## config.mk

```make
export PLATFORM = sky130hd
export DESIGN_NAME = secded72_decoder_pipe
export DESIGN_NICKNAME = d
export VERILOG_FILES = /design/src/rtl/secded72_decoder_pipe.sv
export SDC_FILE = /design/constraint.sdc
export NUM_CORES = 1
export LEC_CHECK = 0
export ABC_AREA = 1
export BUFFER_PORTS_ARGS = -buffer_cell sky130_fd_sc_hd__buf_2
export CAP_MARGIN = 20
export CELL_PAD_IN_SITES_DETAIL_PLACEMENT = 2
export CELL_PAD_IN_SITES_GLOBAL_PLACEMENT = 2
export CORE_MARGIN = 2
export CORE_UTILIZATION = 34
export CTS_BUF_LIST = sky130_fd_sc_hd__clkbuf_8
export DETAILED_ROUTE_END_ITERATION = 8
export PLACE_DENSITY = 0.94
export SLEW_MARGIN = 20
export SYNTH_ARGS = -nofsm -noshare
export SYNTH_HDL_FRONTEND = slang
export SYNTH_SLANG_ARGS = --single-unit
```

## constraint.sdc

```tcl
create_clock -name clk -period 3.8 [get_ports clk]
set_clock_uncertainty 0.1 [all_clocks]
set_input_delay 0.76 -clock clk [delete_from_list [all_inputs] [get_ports clk]]
set_output_delay 0.76 -clock clk [all_outputs]
set_load 0.03 [all_outputs]
```

## src/rtl/secded72_decoder_pipe.sv

```systemverilog
// rtl/secded72_decoder_pipe.sv - two-stage SEC-DED (72,64) decoder with valid/ready flow control and saturating error counters
// Optional error-position log enabled by defining SECDED72_ERR_LOG_EN.
module secded72_decoder_pipe #(
    parameter int CNT_W = 16
) (
    input  logic             clk,
    input  logic             rst,
    input  logic             in_valid,
    output logic             in_ready,
    input  logic [71:0]      in_cw,
    output logic             out_valid,
    input  logic             out_ready,
    output logic [63:0]      out_data,
    output logic             out_corr,
    output logic             out_uncorr,
    input  logic             cnt_clr,
    output logic [CNT_W-1:0] corr_cnt,
    output logic [CNT_W-1:0] uncorr_cnt
`ifdef SECDED72_ERR_LOG_EN
    ,
    output logic             err_log_valid,
    output logic [6:0]       err_log_pos
`endif
);

    function automatic logic [6:0] calc_syn(input logic [71:0] cw);
        logic [6:0] s;
        s = '0;
        for (int i = 1; i < 72; i++) begin
            for (int k = 0; k < 7; k++) begin
                if (i[k]) s[k] = s[k] ^ cw[i];
            end
        end
        return s;
    endfunction

    // Data bits occupy every non-power-of-two index above 0, in ascending order.
    function automatic logic [63:0] extract_data(input logic [71:0] cw);
        logic [63:0] d;
        int          j;
        d = '0;
        j = 0;
        for (int i = 1; i < 72; i++) begin
            if ((i & (i - 1)) != 0) begin
                d[j[5:0]] = cw[i];
                j++;
            end
        end
        return d;
    endfunction

    logic             s1_valid_q, s1_valid_d;
    logic [71:0]      s1_cw_q, s1_cw_d;
    logic [6:0]       s1_syn_q, s1_syn_d;
    logic             s1_par_q, s1_par_d;
    logic             out_valid_q, out_valid_d;
    logic [63:0]      out_data_q, out_data_d;
    logic             out_corr_q, out_corr_d;
    logic             out_uncorr_q, out_uncorr_d;
    logic [6:0]       out_syn_q, out_syn_d;
    logic [CNT_W-1:0] corr_cnt_q, corr_cnt_d;
    logic [CNT_W-1:0] uncorr_cnt_q, uncorr_cnt_d;
    logic             log_valid_q, log_valid_d;
    logic [6:0]       log_pos_q, log_pos_d;

    logic        s2_en, s1_adv, s1_load, out_xfer;
    logic        single_err, multi_err;
    logic [71:0] fixed_cw;

    always_comb begin
        s2_en      = !out_valid_q || out_ready;
        s1_adv     = s1_valid_q && s2_en;
        in_ready   = !s1_valid_q || s1_adv;
        s1_load    = in_valid && in_ready;
        out_xfer   = out_valid_q && out_ready;

        single_err = s1_par_q && (s1_syn_q <= 7'd71);
        multi_err  = (!s1_par_q && (s1_syn_q != 7'd0)) || (s1_par_q && (s1_syn_q > 7'd71));
        fixed_cw   = s1_cw_q ^ (single_err ? (72'd1 << s1_syn_q) : 72'd0);

        s1_valid_d = s1_valid_q;
        s1_cw_d    = s1_cw_q;
        s1_syn_d   = s1_syn_q;
        s1_par_d   = s1_par_q;
        if (s1_load) begin
            s1_valid_d = 1'b1;
            s1_cw_d    = in_cw;
            s1_syn_d   = calc_syn(in_cw);
            s1_par_d   = ^in_cw;
        end else if (s1_adv) begin
            s1_valid_d = 1'b0;
        end

        out_valid_d  = out_valid_q;
        out_data_d   = out_data_q;
        out_corr_d   = out_corr_q;
        out_uncorr_d = out_uncorr_q;
        out_syn_d    = out_syn_q;
        if (s1_adv) begin
            out_valid_d  = 1'b1;
            out_data_d   = extract_data(fixed_cw);
            out_corr_d   = single_err;
            out_uncorr_d = multi_err;
            out_syn_d    = s1_syn_q;
        end else if (out_xfer) begin
            out_valid_d = 1'b0;
        end

        // Clear wins over a same-cycle event, which is deliberately not counted.
        corr_cnt_d   = corr_cnt_q;
        uncorr_cnt_d = uncorr_cnt_q;
        log_valid_d  = log_valid_q;
        log_pos_d    = log_pos_q;
        if (cnt_clr) begin
            corr_cnt_d   = '0;
            uncorr_cnt_d = '0;
            log_valid_d  = 1'b0;
            log_pos_d    = '0;
        end else if (out_xfer) begin
            if (out_corr_q && (corr_cnt_q != {CNT_W{1'b1}}))
                corr_cnt_d = corr_cnt_q + 1'b1;
            if (out_uncorr_q && (uncorr_cnt_q != {CNT_W{1'b1}}))
                uncorr_cnt_d = uncorr_cnt_q + 1'b1;
            if ((out_corr_q || out_uncorr_q) && !log_valid_q) begin
                log_valid_d = 1'b1;
                log_pos_d   = out_syn_q;
            end
        end
    end

    always_ff @(posedge clk) begin
        if (rst) begin
            s1_valid_q   <= 1'b0;
            s1_cw_q      <= '0;
            s1_syn_q     <= '0;
            s1_par_q     <= 1'b0;
            out_valid_q  <= 1'b0;
            out_data_q   <= '0;
            out_corr_q   <= 1'b0;
            out_uncorr_q <= 1'b0;
            out_syn_q    <= '0;
            corr_cnt_q   <= '0;
            uncorr_cnt_q <= '0;
            log_valid_q  <= 1'b0;
            log_pos_q    <= '0;
        end else begin
            s1_valid_q   <= s1_valid_d;
            s1_cw_q      <= s1_cw_d;
            s1_syn_q     <= s1_syn_d;
            s1_par_q     <= s1_par_d;
            out_valid_q  <= out_valid_d;
            out_data_q   <= out_data_d;
            out_corr_q   <= out_corr_d;
            out_uncorr_q <= out_uncorr_d;
            out_syn_q    <= out_syn_d;
            corr_cnt_q   <= corr_cnt_d;
            uncorr_cnt_q <= uncorr_cnt_d;
            log_valid_q  <= log_valid_d;
            log_pos_q    <= log_pos_d;
        end
    end

    assign out_valid  = out_valid_q;
    assign out_data   = out_data_q;
    assign out_corr   = out_corr_q;
    assign out_uncorr = out_uncorr_q;
    assign corr_cnt   = corr_cnt_q;
    assign uncorr_cnt = uncorr_cnt_q;

`ifdef SECDED72_ERR_LOG_EN
    assign err_log_valid = log_valid_q;
    assign err_log_pos   = log_pos_q;
`else
    logic unused_log;
    assign unused_log = log_valid_q ^ (^log_pos_q);
`endif

endmodule

```

==> results of run 1 <==
[power by group]
part	leakage [nW]	internal, mW	switching [mW]
logic	4.03	0.410	0.997
registers	1.42	1.92	0.131
clock network	0.212	0.567	0.861
[worst register-to-register path: stages, from the launching register on]
cell and delay (ps):
dfxtp_1 490, inv_1 210, nor3_2 330, inv_1 220
nor2_1 230, inv_2 190, o21ai_0 330, nand2_1 140
o221ai_1 170, inv_1 50
[logic make-up (layout without fill, tap and decap cells)]
group | Yosys count | after routing
AO/OA/AOI/OAI | 254 | 254
XOR/XNOR | 119 | 119
adder cells (fa/ha/maj) | 2 | 2
buffers and inverters | 266 | 425
flip-flops | 172 | 172
other | 0 | 1
AND/OR/NAND/NOR | 664 | 664
[worst paths after layout]
kind | from | endpoint | slack, ps
worst min-delay path | corr_cnt[4] | corr_cnt[4] | 400
worst max-delay path | s1_syn_q[2] | out_data[24] | 1260
worst min register to register | corr_cnt[4] | corr_cnt[4] | 400
worst max register to register | s1_syn_q[2] | out_data[24] | 1260
[per-layer routing]
layer,global-route usage,share of wire,vias up
li1,-,-,4961
met1,0.339,0.41,5385
met2,0.520,0.50,376
met3,0.0507,0.052,123
met4,0.141,0.043,0
met5,0,0,-
[flip-flops by register name, summed over array words and instances (netlist names), 7 cells and up]
signal,flops
out_data,64
corr_cnt,16
s1_syn_q,7
uncorr_cnt,16
s1_cw_q,64
[area by class of cell]
cell class                      count  share of cell area
Antenna cell                        1            0.000217
Tap cell                          384              0.0416
Inverter                          208              0.0676
Multi-Input combinational cell   1039               0.470
Sequential cell                   172               0.298
Clock inverter                     15              0.0172
Timing Repair Buffer              185              0.0853
Clock buffer                       17              0.0202
[Yosys cell counts, types with 4 or more instances]
cell	n	area, µm²
inv_1	192	721
nor3_2	7	70.1
nor3_1	39	195
o21a_1	6	45.0
nand3_1	45	225
nand2_1	306	1150
nor2_2	5	31.3
xnor2_2	4	65.1
o221ai_1	34	298
o31ai_1	5	37.5
buf_6	7	78.8
xnor2_1	58	508
nand4_1	10	62.6
dfxtp_1	172	3440
nor2_1	212	796
xor2_1	55	482
o21ai_1	7	35.0
buf_2	7	35.0
o21ai_2	7	61.3
o21ai_0	126	631
clkbuf_1	36	135
buf_1	4	15.0
inv_2	16	60.1
a21oi_1	57	285
nand2_2	19	119
[through the flow]
stage | hold slack [ps] | utilization | cells | worst slack [ps]
floorplan | 341 | - | 1477 | 1610
global placement | 361 | 0.386 | 1988 | 1230
detailed placement | 387 | 0.386 | 1988 | 1190
CTS | 403 | 0.401 | 2020 | 1350
global route | 425 | 0.401 | 2020 | 1170
finish | 398 | 0.402 | 2021 | 1260
==> metrics.txt, run 1 <==
CP Max Fanout=8; final setup TNS=0 ps; CTS max path bufs=2; Routed Wire Length=about 45,000 µm; Initial Util=0.346; port bufs=~180; multiplexer area fraction after synthesis=0; largest net degree at the start of global routing=between 90 and 100; post-route minimum period=about 2500 ps; die area=around 31,000 µm²; H-tree levels=4; layout cells sized above 1=0.178; yosys warns=0; Design Area, Final=11,600 µm²; DR DRC count=0; PostCTS Resize Cnt=0; clock slew at reported path FFs=120 ps; area fraction in compound gates after synthesis=0.149; io pins=177; CTS root buf=clkbuf_8; ys async rst share=0; Slew headroom=0.589; max-slew violations=0; post-synthesis average cell area=around 6.7 µm²; Yosys cell types=45; RSZ-0062 raised after global routing=no; most used cell along the critical path=inv_1; clk_lat worst skew=roughly 500 ps; vias in the first global route=between 10,000 and 15,000; Fillers=3,469; delay-heaviest family, CP=simple AND/OR/NAND/NOR gates; Setup-failing EPs final=0; Crit Path Category=reg2reg; CP Depth=9; First DRT Iteration DRCs=about 640; worst slew pin tran=around 600 ps; via/cell ratio=~5.4; CTS tree=built; mapped cell area=approximately 10000 µm²; leakage power=between 5 and 6 nW; Placed Area=11,100 µm²; Post-Synth Simple-Gate Area=0.285; hold depth=2; per-cell routed wire length=22.3 µm; post-route ant nets=0; Hold/Removal Path Class=reg2reg; most frequent cells in the layout=nand2_1, nor2_1, inv_1, buf_2, dfxtp_1; GPL Wtd Cong=0.870; Worst VDD drop=around 0.26 mV; max cap viols=0; multi-input logic area=5430 µm²; FMAX=just under 400 MHz; core area=between 20,000 and 30,000 µm²; Tcrit/Tclk final=0.668; CP max stage delay=between 400 and 500 ps; most common cell after layout, fill and taps aside=nand2_1; Yosys reg bits=172; TritonCTS Buffers=17; status=finished, final reports clean; routed via count=approximately 11,000; Synth Instances=1,477; Synth Flop Type=dfxtp_1; first-pass iteration count of the detailed router=5; Synth-to-Final Area Change=16.0%; die height=175 µm; Final Hold Viols=0; first-pass GRT wire length=just under 70,000 µm; area share of fa/ha/maj cells after synthesis=0.00251; initial antenna violation count=1; setup bufs post-CTS=0; CP Launch Type=register; Worst Reg-to-Reg Cells=9; GRT Total Usage=0.293; worst path cell trace=inv_1 -> nor3_2 -> inv_1 -> nor2_1 -> inv_2 -> o21ai_0 -> nand2_1 -> o221ai_1 -> inv_1; critical path data required time=4100 ps; # rows=62; share of the yosys chip area belonging to registers=0.346; Reg area=roughly 3400 µm²; Nets=1,702; main combinational cell family by area after synthesis=simple AND/OR/NAND/NOR gates; Die W=between 150 and 200 µm; number of synthesized flops with an enable pin=0; data arrival time of the critical path=2840 ps; Power Total=4.89 mW; CTS Hold Bufs=0; Post-Synth XOR/XNOR Area=0.109; Power Dens Cells=about 420 nW/µm²; total gr overflow=0; Worst setup EP type=register; number of buffers and inverters on the critical path=4; Slowest-stage cell, CP=dfxtp_1; Syn Nets=1,556; HPWL Detailed=around 33,000 µm; CTS sink cnt=172
Note: power is estimated with default switching activity, not from simulation.
==> run 2: changes to the inputs <==
ABC_AREA = 0   (was 1)
CORE_UTILIZATION = 30   (was 34)
PLACE_DENSITY = 0.85   (was 0.94)
clock period = 2.2 ns   (was 3.8 ns; I/O delays follow)
==> metrics.txt, run 2 <==
Place WS=-344 ps (-1540 ps); sw frac=0.372 (-0.0352); Synth Flop Type=dfxtp_1; clock slew at reported path FFs=120 ps (about the same); most frequent cells in the layout=nand2_1, buf_2, dfxtp_1, xnor2_1, nor2_1; area fraction in compound gates after synthesis=0.137 (-0.0114); Initial Util=0.304 (-0.0421); Setup-failing EPs final=0 (unchanged); First DRT Iteration DRCs=369 (-42%); first-pass iteration count of the detailed router=5 (unchanged); post-synthesis average cell area=8.19 µm² (+21%); r2r setup slk=0.2 ps (-1260 ps); Synth area leaders=dfxtp_1, xnor2_1, nand2_1; Crit Path Category=reg2reg; NetSw=3.30 mW (+66%); critical path data required time=2460 ps (-1640 ps); Routed Wire Length=33,800 µm (-25%); Syn Nets=1,108 (-29%); post-route minimum period=2200 ps (-340 ps); Synth Instances=1,029 (-30%); die area=29,400 µm² (-4.1%); RSZ-0062 raised after global routing=yes; die height=172 µm (-2.1%); Tcrit/Tclk final=1.00 (+0.332); routed via count=8,447 (-22%); clock share of power=0.267 (-0.026); Power Dens Cells=822 nW/µm² (+95%); hold depth=3 (+1); Design Area, Final=10,800 µm² (-6.7%); Worst setup EP type=register; Worst Reg-to-Reg Cells=5 (-4); max-slew violations=0 (unchanged); Placed Cells=1,615 (-19%); via/cell ratio=5.12 (-4.6%); Post-Synth Simple-Gate Area=0.220 (-0.0643); top cell type's share of synthesized area=0.409 (+0.0631); CTS sink cnt=172 (unchanged); io pins=177 (unchanged); CTS root buf=clkbuf_8; Reg-to-Reg Start=s1_par_q; H-tree levels=4 (unchanged); max cap viols=0 (unchanged); DR DRC count=0 (unchanged); Commonest cells post-synth=nand2_1, dfxtp_1, xnor2_1; vias in the first global route=9,294 (-23%); Yosys reg bits=172 (unchanged); most common cell after layout, fill and taps aside=nand2_1; first-pass GRT wire length=52,400 µm (-24%); yosys warns=0 (unchanged); port bufs=176 (unchanged); Synth-to-Final Area Change=28.0%; status=finished, final reports clean; diodes inserted=0 (-1); mapped cell area=8420 µm² (-15%); combinational share of power=0.326 (+0.038); Setup WS post-layout=0.232 ps (-1260 ps); Post-Synth XOR/XNOR Area=0.200 (+0.0905); Yosys top cell by area=dfxtp_1; per-cell routed wire length=20.5 µm (-8.0%); Final Hold Viols=0 (unchanged); Worst VDD drop=0.308 mV (+20%); post-route ant nets=0 (unchanged); Post-Layout Cell Count=1,650 (-18%); CP Max Fanout=8 (unchanged); layout cells sized above 1=0.252 (+0.0745); number of synthesized flops with an enable pin=0 (unchanged); HPWL Detailed=25,200 µm (-24%); Die W=172 µm (-2.1%); worst slew pin tran=693 ps (+76.7 ps); Nets=1,338 (-21%); Yosys cell types=35 (-22%); area share of fa/ha/maj cells after synthesis=0.00297 (+0.000459); data arrival time of the critical path=2460 ps (-380 ps); TritonCTS Buffers=17 (unchanged); GRT Total Usage=0.234 (-0.0589); # rows=61 (-1.6%); main combinational cell family by area after synthesis=simple AND/OR/NAND/NOR gates; CTS tree=built; leakage power=4.19 nW (-26%); ys async rst share=0 (unchanged); crit path capture=out_data[52]; top-count cell post-synth=nand2_1; largest net degree at the start of global routing=141 (+42%); Placed Area=10,300 µm² (-7.0%); Seq pwr share=0.408 (-0.012); CP Launch Type=register; multiplexer area fraction after synthesis=0.00238 (+0.00238); core area=27,700 µm² (-3.7%); share of the yosys chip area belonging to registers=0.409 (+0.0631); Slew headroom=0.538 (-0.0511); worst setup path start=s1_par_q; GPL Wtd Cong=0.869 (-0.12%); FMAX=455 MHz (+15%); CTS Hold Bufs=0 (unchanged); Hold/Removal Path Class=in2reg; initial antenna violation count=0 (-1); CTS max path bufs=2 (unchanged); clk_lat worst skew=490 ps (about the same); Internal=5.57 mW (+92%); total gr overflow=0 (unchanged); worst r2r dst=out_data[52]
run 2: metal layers:
layer / GRT usage / up-vias / part of all wire / wire length, µm
met5: 0 / - / 0 / 0
met4: 0.0991 / 0 / 0.038 / 1290
met3: 0.0414 / 69 / 0.048 / 1620
met2: 0.416 / 255 / 0.50 / 16900
met1: 0.275 / 4178 / 0.41 / 14000
li1: - / 3945 / - / -
run 2: what timing repair did:
item / 4_1_cts / 5_1_grt
endpoints found under the setup margin: 2 / 12
setup buffers: 0 / 3
resized for setup: 3 / 3
run 2: power by group through the flow:
stage / Combinational, mW / Clock [mW] / Sequential [mW]
floorplan: 1.62 / 0 / 3.66
global placement: 2.67 / 0 / 3.64
detailed placement: 2.86 / 0 / 3.67
CTS: 2.90 / 2.44 / 3.60
global route: 3.09 / 2.56 / 3.64
finish: 2.89 / 2.36 / 3.62
run 2: worst max-delay path, stage by stage (launching register included):
cell and delay [ps]:
dfxtp_1 390, nor2b_1 310, nand3_1 220, buf_4 250
or3_1 380, a311oi_1 430
run 2: final cells by class:
type | instances | area (µm²)
fill | 3175 | 16900
multi-input combinational | 793 | 4760
sequential | 172 | 3450
timing repair buffer | 272 | 1680
tap | 378 | 473
clock buffer | 17 | 234
clock inverter | 15 | 173
inverter | 3 | 11.3
run 2: stage by stage:
| stage | util | hold slack, ps | TNS [ps] | total power, mW |
|---|---|---|---|---|
| final | 0.389 | 126 | 0 | 8.87 |
| after global routing | 0.389 | 106 | -21.5 | 9.29 |
| after floorplan | - | 341 | 0 | 5.29 |
| after CTS | 0.388 | 99.0 | 0 | 8.95 |
| after detailed placement | 0.373 | 361 | -952 | 6.52 |
| after global placement | 0.373 | 348 | -147 | 6.31 |
run 2: kinds of logic after synthesis:
family | Yosys count
compound gates | 184
xor+xnor | 188
fa+ha+maj | 2
buf+inv | 64
flops | 172
mux | 2
simple gates | 417
run 2: how the worst min path moves through the flow:
stage,from,end
CTS,in_cw[52],s1_cw_q[52]
global placement,s1_cw_q[46],s1_cw_q[46]
detailed placement,s1_cw_q[66],s1_cw_q[66]
global route,in_cw[56],s1_cw_q[56]
floorplan,s1_cw_q[11],s1_cw_q[11]
finish,in_cw[52],s1_cw_q[52]
==> run 3: changes to the inputs <==
clock period = 1.9 ns   (was 2.2 ns; I/O delays follow)
==> metrics.txt, run 3 (same netlist as run 2, synthesis figures left out) <==
status=finished, violations left; failing checks=setup timing; Final Hold Viols=0 (unchanged); H-tree levels=4 (unchanged); CP Max Fanout=3 (-5); HPWL Detailed=27,900 µm (+11%); post-route minimum period=between 2000 and 2500 ps; vias in the first global route=9,882 (+6.3%); largest net degree at the start of global routing=141 (unchanged); Worst setup EP type=register; total gr overflow=0 (unchanged); core area=27,700 µm² (unchanged); Hold/Removal Path Class=in2reg; CTS root buf=clkbuf_8; max cap viols=0 (unchanged); Placed Cells=1,669 (+3.3%); CP Launch Type=input pin; Tcrit/Tclk final=1.12; Slew headroom=0.495 (-0.0428); Core Util, Final=0.431 (+0.0421); first-pass iteration count of the detailed router=5 (unchanged); Setup-failing EPs final=21 (+21); Post-Layout Cell Count=1,731 (+4.9%); Synth-to-Final Area Change=41.8%; initial antenna violation count=2 (+2); RSZ-0062 raised after global routing=yes; # rows=61 (unchanged); io pins=177 (unchanged); Routed Wire Length=46,700 µm (+38%); via/cell ratio=5.46 (+6.6%); per-cell routed wire length=27.0 µm (+31%); clk_lat worst skew=500 ps (about the same); max-slew violations=0 (unchanged); FMAX=about 470 MHz; Setup WS post-layout=-235 ps (-236 ps); post-route ant nets=0 (unchanged); most frequent cells in the layout=nand2_1, buf_2, buf_4, dfxtp_1, nor2_1; port bufs=176 (unchanged); die area=29,400 µm² (unchanged); CTS Hold Bufs=0 (unchanged); CTS max path bufs=2 (unchanged); critical path data required time=2190 ps (-270 ps); Place WS=-465 ps (-121 ps); GPL Wtd Cong=0.840 (-3.3%); layout cells sized above 1=0.368 (+0.115); GRT Total Usage=0.267 (+0.0336); TritonCTS Buffers=17 (unchanged); Initial Util=0.304 (unchanged); Crit Path Category=in2reg; Worst VDD drop=0.476 mV (+55%); worst slew pin tran=757 ps (+64.2 ps); CTS sink cnt=172 (unchanged); Nets=1,418 (+6.0%); Power Dens Cells=957 nW/µm² (+16%); leakage power=4.82 nW (+15%); routed via count=9,449 (+12%); First DRT Iteration DRCs=753 (+100%); CTS tree=built; data arrival time of the critical path=2430 ps (-30 ps); final setup TNS=-1750 ps (-1750 ps); die height=172 µm (unchanged); first-pass GRT wire length=58,900 µm (+12%); Die W=172 µm (unchanged); DR DRC count=0 (unchanged); clock slew at reported path FFs=120 ps (about the same)
==> run 3: changes by cell type in the layout (fill, tap and decap cells not counted), moves of 8 or more <==
cell | previous run | this run
a311oi_1 | 34 | 26
xnor2_1 | 125 | 95
a311oi_2 | 1 | 9
buf_4 | 91 | 165
dfxtp_4 | 0 | 10
dfxtp_1 | 168 | 154
xnor2_2 | 1 | 30
==> run 3: path summary, 6_finish.rpt <==
| kind | startpoint | end | slack [ps] | cells past startpoint |
|---|---|---|---|---|
| hold reg to reg | s1_cw_q[41] | s1_cw_q[41] | 390 | 2 |
| setup / recovery | in_cw[53] | s1_syn_q[0] | -240 | 9 |
| setup reg to reg | s1_syn_q[0] | out_data[9] | -210 | 5 |
| hold / removal | in_valid | s1_valid_q | 50 | 3 |
==> run 3: what timing repair did <==
item / 4_1_cts / 5_1_grt
setup buffers: 2 / 26
setup endpoints to repair: 62 / 78
pin swaps: 1 / 23
gates resized for setup: 31 / 80
gates cloned: 0 / 1
==> run 3: worst max-delay path: stages <==
cell,delay [ps]
buf_2,150
buf_4,150
xnor2_1,400
xnor2_2,210
xnor2_1,190
xnor2_1,270
xnor2_1,200
xnor2_1,160
a211oi_2,310
==> run 3: power by group <==
group	switching, mW	internal, mW	total [mW]
logic	2.50	1.93	4.43
clock network	1.76	0.975	2.74
registers	0.389	3.87	4.26
total	4.65	6.78	11.4
==> run 3: layer usage <==
layer / vias up / part of all wire / track usage
li1: 4099 / - / -
met1: 4697 / 0.38 / 0.303
met2: 462 / 0.51 / 0.488
met3: 189 / 0.051 / 0.0439
met4: 2 / 0.066 / 0.122
met5: - / 0.00028 / 0
==> run 3: area by class of cell <==
cell class	count	area, µm²
timing repair buffer	352	2310
fill	3069	15800
clock buffer	17	234
inverter	3	11.3
multi-input combinational	793	5270
clock inverter	15	149
antenna	1	2.50
sequential	172	3490
tap	378	473
==> run 3: through the flow <==
step | instance area, µm² | power (mW) | hold slack [ps]
2_1_floorplan | 8510 | 6.13 | 341
3_3_place_gp | 10800 | 7.39 | 348
3_5_place_dp | 10800 | 7.69 | 363
4_1_cts | 11400 | 10.5 | 25.2
5_1_grt | 11900 | 11.7 | 51.1
6_report | 11900 | 11.4 | 45.6
